===== src/rtl/toggle_counter_pkg.sv =====
// Shared definitions for toggle_counter.
//   mode_e : operating mode encoding carried on the 2-bit mode port.
package toggle_counter_pkg;

  typedef enum logic [1:0] {
    MODE_TOGGLE = 2'b00,
    MODE_UP     = 2'b01,
    MODE_DOWN   = 2'b10,
    MODE_LOAD   = 2'b11
  } mode_e;

endpackage : toggle_counter_pkg


===== src/rtl/tff_cell.sv =====
// Single toggle flip-flop cell.
//   clk     : rising-edge clock
//   rst_n   : synchronous active-low reset, loads rst_val
//   t       : toggle request; q inverts at the edge when high
//   rst_val : value taken by q during reset
//   q       : cell state
module tff_cell (
  input  logic clk,
  input  logic rst_n,
  input  logic t,
  input  logic rst_val,
  output logic q
);

  logic q_q;
  logic q_d;

  always_comb begin
    q_d = q_q;
    if (t) q_d = ~q_q;
  end

  always_ff @(posedge clk) begin
    if (!rst_n) q_q <= rst_val;
    else        q_q <= q_d;
  end

  assign q = q_q;

endmodule : tff_cell


===== src/rtl/toggle_counter.sv =====
// WIDTH-bit counter/divider built from per-bit toggle cells.
//   clk   : rising-edge clock
//   rst_n : synchronous active-low reset (q = RESET_VAL, wrap = 0)
//   en    : state-update enable; q holds and wrap clears when low
//   mode  : 00 toggle bank, 01 modulo up, 10 modulo down, 11 load
//   t     : toggle mask (toggle mode) or load data (load mode)
//   q     : register state
//   qbar  : ~q, combinational from q
//   wrap  : registered one-cycle pulse coinciding with a wrapped q
module toggle_counter
  import toggle_counter_pkg::*;
#(
  parameter int unsigned      WIDTH     = 4,
  parameter longint unsigned  MODULUS   = 16,
  parameter int unsigned      RESET_VAL = 0
) (
  input  logic             clk,
  input  logic             rst_n,
  input  logic             en,
  input  logic [1:0]       mode,
  input  logic [WIDTH-1:0] t,
  output logic [WIDTH-1:0] q,
  output logic [WIDTH-1:0] qbar,
  output logic             wrap
);

  // Comparisons run at WIDTH+1 bits so MODULUS = 2^WIDTH is representable.
  localparam logic [WIDTH:0]   MOD_W = (WIDTH+1)'(MODULUS);
  localparam logic [WIDTH:0]   MAX_W = (WIDTH+1)'(MODULUS - 1);
  localparam logic [WIDTH-1:0] MAX_Q = WIDTH'(MODULUS - 1);
  localparam logic [WIDTH-1:0] RST_Q = WIDTH'(RESET_VAL);

  logic [WIDTH-1:0] q_cells;
  logic [WIDTH-1:0] next_q;
  logic [WIDTH-1:0] tv;
  logic [WIDTH:0]   q_ext;
  logic [WIDTH:0]   t_ext;
  logic             wrap_d;
  logic             wrap_q;

  always_comb begin
    q_ext  = {1'b0, q_cells};
    t_ext  = {1'b0, t};
    next_q = q_cells;
    wrap_d = 1'b0;
    if (en) begin
      case (mode_e'(mode))
        MODE_TOGGLE: next_q = q_cells ^ t;
        MODE_UP: begin
          if (q_ext >= MAX_W) begin
            next_q = '0;
            wrap_d = 1'b1;
          end else begin
            next_q = q_cells + WIDTH'(1);
          end
        end
        MODE_DOWN: begin
          if (q_cells == '0) begin
            next_q = MAX_Q;
            wrap_d = 1'b1;
          end else if (q_ext >= MOD_W) begin
            // Out-of-range state left by toggle mode: recover without a wrap.
            next_q = MAX_Q;
          end else begin
            next_q = q_cells - WIDTH'(1);
          end
        end
        MODE_LOAD: next_q = (t_ext < MOD_W) ? t : MAX_Q;
      endcase
    end
  end

  // Every mode is realised by toggling exactly the bits that must change.
  assign tv = q_cells ^ next_q;

  for (genvar i = 0; i < WIDTH; i++) begin : g_cell
    tff_cell u_cell (
      .clk     (clk),
      .rst_n   (rst_n),
      .t       (tv[i]),
      .rst_val (RST_Q[i]),
      .q       (q_cells[i])
    );
  end

  always_ff @(posedge clk) begin
    if (!rst_n) wrap_q <= 1'b0;
    else        wrap_q <= wrap_d;
  end

  assign q    = q_cells;
  assign qbar = ~q_cells;
  assign wrap = wrap_q;

endmodule : toggle_counter

===== config.mk =====
export PLATFORM = sky130hd
export DESIGN_NAME = toggle_counter
export DESIGN_NICKNAME = d
export VERILOG_FILES = /design/src/rtl/toggle_counter_pkg.sv /design/src/rtl/tff_cell.sv /design/src/rtl/toggle_counter.sv
export SDC_FILE = /design/constraint.sdc
export NUM_CORES = 1
export LEC_CHECK = 0
export ABC_AREA = 1
export ABC_CLOCK_PERIOD_IN_PS = 1600
export BUFFER_PORTS_ARGS = -buffer_cell sky130_fd_sc_hd__buf_2
export CAP_MARGIN = 20
export CORE_AREA = 3 3 40 42
export DETAILED_ROUTE_END_ITERATION = 16
export DIE_AREA = 0 0 43 45
export PLACE_DENSITY_LB_ADDON = 0.15
export SYNTH_ARGS = -nofsm -noshare
export SYNTH_HDL_FRONTEND = slang
export SYNTH_SLANG_ARGS = --single-unit

===== constraint.sdc =====
create_clock -name clk -period 1.6 [get_ports clk]
set_input_delay 0.16 -clock clk [delete_from_list [all_inputs] [get_ports clk]]
set_output_delay 0.16 -clock clk [all_outputs]
set_load 0.005 [all_outputs]

* Word-level counts from Yosys, hierarchy flattened
Index checks and enable logic that the tools add are counted.
** Word-level totals
- Register bits :: 5
- Output and inout port bits :: 9
- Bits of input ports :: 9
- Logic and storage cells :: 28
** Operators by class
- Add/subtract/negate cells :: 2
- Bitwise gates (word level) :: 7
- Multiplexer cells :: 7
- Equality and inequality tests :: 3
- Order comparisons :: 1
- Reductions and logical operators :: 3
** Operators with widths (count)
- $pmux 4 s4 :: 1
- $mux 4 :: 3
- $xor 4x4->4 :: 2
- $add 4x1->4 const B :: 1
- $eq 2x2->1 const B :: 2
- $ge 4x4->1 const B :: 1
- $logic_not 4->1 :: 1
- $not 1->1 :: 4
- $not 4->4 :: 1
- $sub 4x1->4 const B :: 1
- $eq 2x1->1 const B :: 1
- $logic_not 2->1 :: 1
- $mux 1 :: 2
- $pmux 1 s2 :: 1
- $reduce_and 2->1 :: 1

* Logic depth before layout (Yosys ltp)
- Depth in word-level cells :: 5
- Mapped depth :: 10
- Mapped depth without buffers :: 10

* Hierarchy
From an unflattened synthesis, not the netlist that was laid out.
** Second synthesis, totals
- Cells, all modules :: 104
- Area total of the unflattened synthesis :: 619.3 um^2
** By module, submodules not included
- toggle_counter :: area an instance 394.1 um^2, cells an instance 72, instances 1, seq. area each 20.0 um^2
- tff_cell :: area an instance 56.3 um^2, cells an instance 8, instances 4, seq. area each 30.0 um^2

* Worst setup path after synthesis
No wires, ideal clock.
- Path type :: register -> register
- Start :: reg g_cell[0].u_cell.q_q
- End :: reg g_cell[2].u_cell.q_q
- Buffers on the path :: 0
- Arrival time :: 1175 ps
- Library setup time :: 118 ps
- Required time :: 1482 ps
- Clock period less this slack :: 1293 ps
- Setup slack :: 307 ps
- Stages on the path, launching flop included :: 9
- Cell sequence :: dfxtp_1 -> inv_1 -> ha_1 -> nand2_2 -> inv_1 -> o21ai_0 -> nand3_1 -> nand3_1 -> a21oi_1
** On the way
- Longest elaborated chain between the ends :: 5
** RTL lines
- start, declared :: line tff_cell.sv:15 : logic q_q;
- start signal, assigned :: line tff_cell.sv:24 : if (!rst_n) q_q <= rst_val;
- start signal, assigned :: line tff_cell.sv:25 : else q_q <= q_d;
- $sub 4x1->4 (tied with other cells) :: line toggle_counter.sv:65 : next_q = q_cells - WIDTH'(1);
- $mux 4, on equally long branches :: line toggle_counter.sv:58, toggle_counter.sv:50
- $pmux 4 s4 (*) :: line toggle_counter.sv:47 : case (mode_e'(mode))
- $mux 4 (*) :: line toggle_counter.sv:46 : if (en) begin
- $xor 4x4->4 (*) :: line toggle_counter.sv:74 : assign tv = q_cells ^ next_q;
- end signal, assigned :: line tff_cell.sv:24
- end signal, assigned :: line tff_cell.sv:25
- end, declared :: line tff_cell.sv:15
Mark *: on every way between the ends. The rest lies on a longest branch, timed or not.
A chain may end at the register's enable or synchronous reset.

* Worst setup path after layout
- Start :: reg g_cell[1].u_cell.q_q
- End :: reg g_cell[2].u_cell.q_q
** On the way
- Longest elaborated chain between the ends :: 5
** RTL lines (line)
- start, declared :: tff_cell.sv:15
- start signal, assigned :: tff_cell.sv:24
- start signal, assigned :: tff_cell.sv:25
- $sub 4x1->4 (tied with other cells) :: toggle_counter.sv:65
- $mux 4, on equally long branches :: toggle_counter.sv:58, toggle_counter.sv:50
- $pmux 4 s4 (*) :: toggle_counter.sv:47
- $mux 4 (*) :: toggle_counter.sv:46
- $xor 4x4->4 (*) :: toggle_counter.sv:74
Marked as above.

==> flow_summary.ini <==
[final_layout]
fin_nets = 120
diodes = 0
drive_gt1_share_pct = 24.0
nFillCells = 149
finalNonFillerCells = 119
area_growth_pct = 17.7

[routing]
antenna_left = 0
post_drt_wl_per_cell_um = 10.6
drtIter0Drc = 17
via_per_inst = 4.82
drc = 0
routed_wl_um = 1270
drt_first_pass_iters = 5
vias = 573

[sta]
final_hold_viol_count = 0
worst_pin_slew_ns = 0.275
fmax_ghz = 0.707
relSlewSlack_pct = 81.7
setup_viol = 0
drv_slew = 0
min_period_ns = 1.41
fin_tns_setup_ns = 0
finalCritPeriodShare_pct = 88.4
rsz0062_at_grt = false
fin_worst_skew_ns = 0.00535

[floorplan]
initial_core_util_pct = 42.5
die_area_mm2 = 0.00194
die_x_um = 43
io-pin-count = 18
core-area_mm2 = 0.00128
row_count = 13
dieHeight_um = 45

[yosys]
post_synth.cell_area_avg_um2 = 6.27
synth_nets = 102
ys_seq_area_share_pct = 18.3
yosysWarnings = 0
synth_area_um2 = 546
synthCells = 87
yosysUniqueCellTypes = 19
ys_ff_latch = 5

[clock_network]
cts_buffer_depth = 2
cts_made_buffers = 3
path_clk_slew_ns = 0.05
clk_latency_ns = 0.25
clockRootBuffer = clkbuf_4
cts_setup_buffers = 0
tritoncts = built
cts.repair.resized = 0
clock-sinks = 5
h-tree-depth = 1
holdBufCountCts = 0

[run]
max_cap_viol_count = 0

[worst_hold_path]
hp-start = rst_n
holdCritPathClass = input pin to register
hold_end = wrap
hold_depth = 3

[critical_path]
slowest_stage = dfxtp_1
critPathCaptureType = register
critPathMaxStageDelay_ns = 0.45
path_max_fanout = 7
startpoint_type = register
critical_path.startpoint = g_cell[1].u_cell.q
rrSetupSlack_ns = 0.19
crit_chain = inv_1 > ha_1 > nand2_2 > inv_1 > o21ai_0 > nand3_1 > nand3_1 > a21oi_1
r2r-end = g_cell[2].u_cell.q
ff2ff_path_depth = 8
required_ns = 1.74
path_buf_inv = 2
crit_type = register to register
critPathTopFamily = flip-flops
r2r_start = g_cell[1].u_cell.q
cp.arrival_ns = 1.55

[run_status]
status = completed

[place]
dpl.cell_count = 115
io_buffers = 17
dpl.hpwl_um = 1030
gp_congestion = 0.848

[power]
power.density_mw_per_mm2 = 694
max-vdd-ir-drop_mv = 0.366
p_leak_nw = 0.359

[global_route]
grt_overflow = 0
grtUsageMet3_pct = 4.38
grt_pass1_wl_um = 2130
grt_pass1_vias = 481
grt_max_degree = 9
top_usage_layer = met2
grt_usage_pct = 14.8
use_met2_pct = 23.1
grt_use_met1_pct = 19.6
antenna_found_initial = 0
through the flow:
step / total power, mW / setup WS, ns / hold slack (ns) / instance area [um^2] / utilization [%]
6_report: 0.445 / 0.186 / 0.184 / 642 / 50.0
5_1_grt: 0.483 / 0.00753 / 0.189 / 642 / 50.0
4_1_cts: 0.448 / 0.173 / 0.185 / 642 / 50.0
3_5_place_dp: 0.295 / 0.175 / 0.437 / 616 / 47.9
3_3_place_gp: 0.295 / 0.210 / 0.440 / 616 / 47.9
2_1_floorplan: 0.256 / 0.307 / 0.292 / 546 / -
worst max path at each step:
| stage | endpoint | slack, ns | cells after the start |
|---|---|---|---|
| floorplan | g_cell[2].u_cell.q | 0.31 | 8 |
| global placement | g_cell[2].u_cell.q | 0.21 | 8 |
| detailed placement | g_cell[2].u_cell.q | 0.18 | 8 |
| CTS | g_cell[1].u_cell.q | 0.17 | 7 |
| global route | g_cell[2].u_cell.q | 0.008 | 8 |
| finish | g_cell[2].u_cell.q | 0.19 | 8 |
cells in the mapped netlist:
cell	instances	area share [%]
a211oi_1	1	1.4
a21oi_1	7	6.4
a21oi_2	1	1.6
buf_4	4	5.5
buf_6	1	2.1
dfxtp_1	5	18
ha_1	6	14
inv_1	13	8.9
inv_2	1	0.69
inv_4	1	1.1
nand2_1	20	14
nand2_2	1	1.1
nand3_1	11	10
nand4_1	1	1.1
nor2_1	5	3.4
o21ai_0	5	4.6
or2_1	1	1.1
xnor2_1	1	1.6
xor2_1	2	3.2
state kept, by name (all words and copies together), names as in the netlist:
register and cells:
g_cell.u_cell.q 4, wrap 1
per-layer routing:
layer | share of wire (%) | vias up
met5 | 0 | -
met4 | 1.3 | 0
met3 | 5.8 | 2
met2 | 46 | 18
met1 | 47 | 245
li1 | - | 308
worst min-delay path, delay by kind of cell:
family	cells	cell delay, ns
and+or+nand+nor	2	0.12
buffers and inverters	1	0.10
layout make-up:
type / count / area [um^2] / share of cell area [%]
Inverter: 15 / 58.8 / 9.16
Sequential cell: 5 / 100 / 15.6
Multi-Input combinational cell: 62 / 345 / 53.8
Clock buffer: 4 / 26.3 / 4.09
Timing Repair Buffer: 18 / 92.6 / 14.4
Tap cell: 15 / 18.8 / 2.92
where the power goes:
part / total [mW] / internal [mW] / switching (mW)
clock: 0.152 / 0.0947 / 0.0576
combinational: 0.143 / 0.0630 / 0.0803
sequential: 0.150 / 0.134 / 0.0162
total: 0.445 / 0.291 / 0.154
cells in the final DEF, fill, tap and decap left out:
master	n
a211oi_1	1
nand2_2	1
or2_1	1
xor2_1	2
ha_1	6
inv_4	1
xnor2_1	1
inv_1	13
buf_4	1
inv_2	1
o21ai_0	5
clkbuf_4	3
dfxtp_1	5
a21oi_2	1
a21oi_1	7
clkbuf_1	1
nand2_1	20
buf_2	17
nand4_1	1
nor2_1	5
nand3_1	11
cell families (layout without fill, tap and decap cells):
| logic type | count (synthesis) | after routing | synth area share, % |
|---|---|---|---|
| xor+xnor | 3 | 3 | 4.82 |
| compound gates | 14 | 14 | 14.0 |
| simple gates | 39 | 39 | 30.7 |
| fa+ha+maj | 6 | 6 | 13.8 |
| buf+inv | 20 | 37 | 18.3 |
| flops | 5 | 5 | 18.3 |
(Power assumes the default switching activity.)
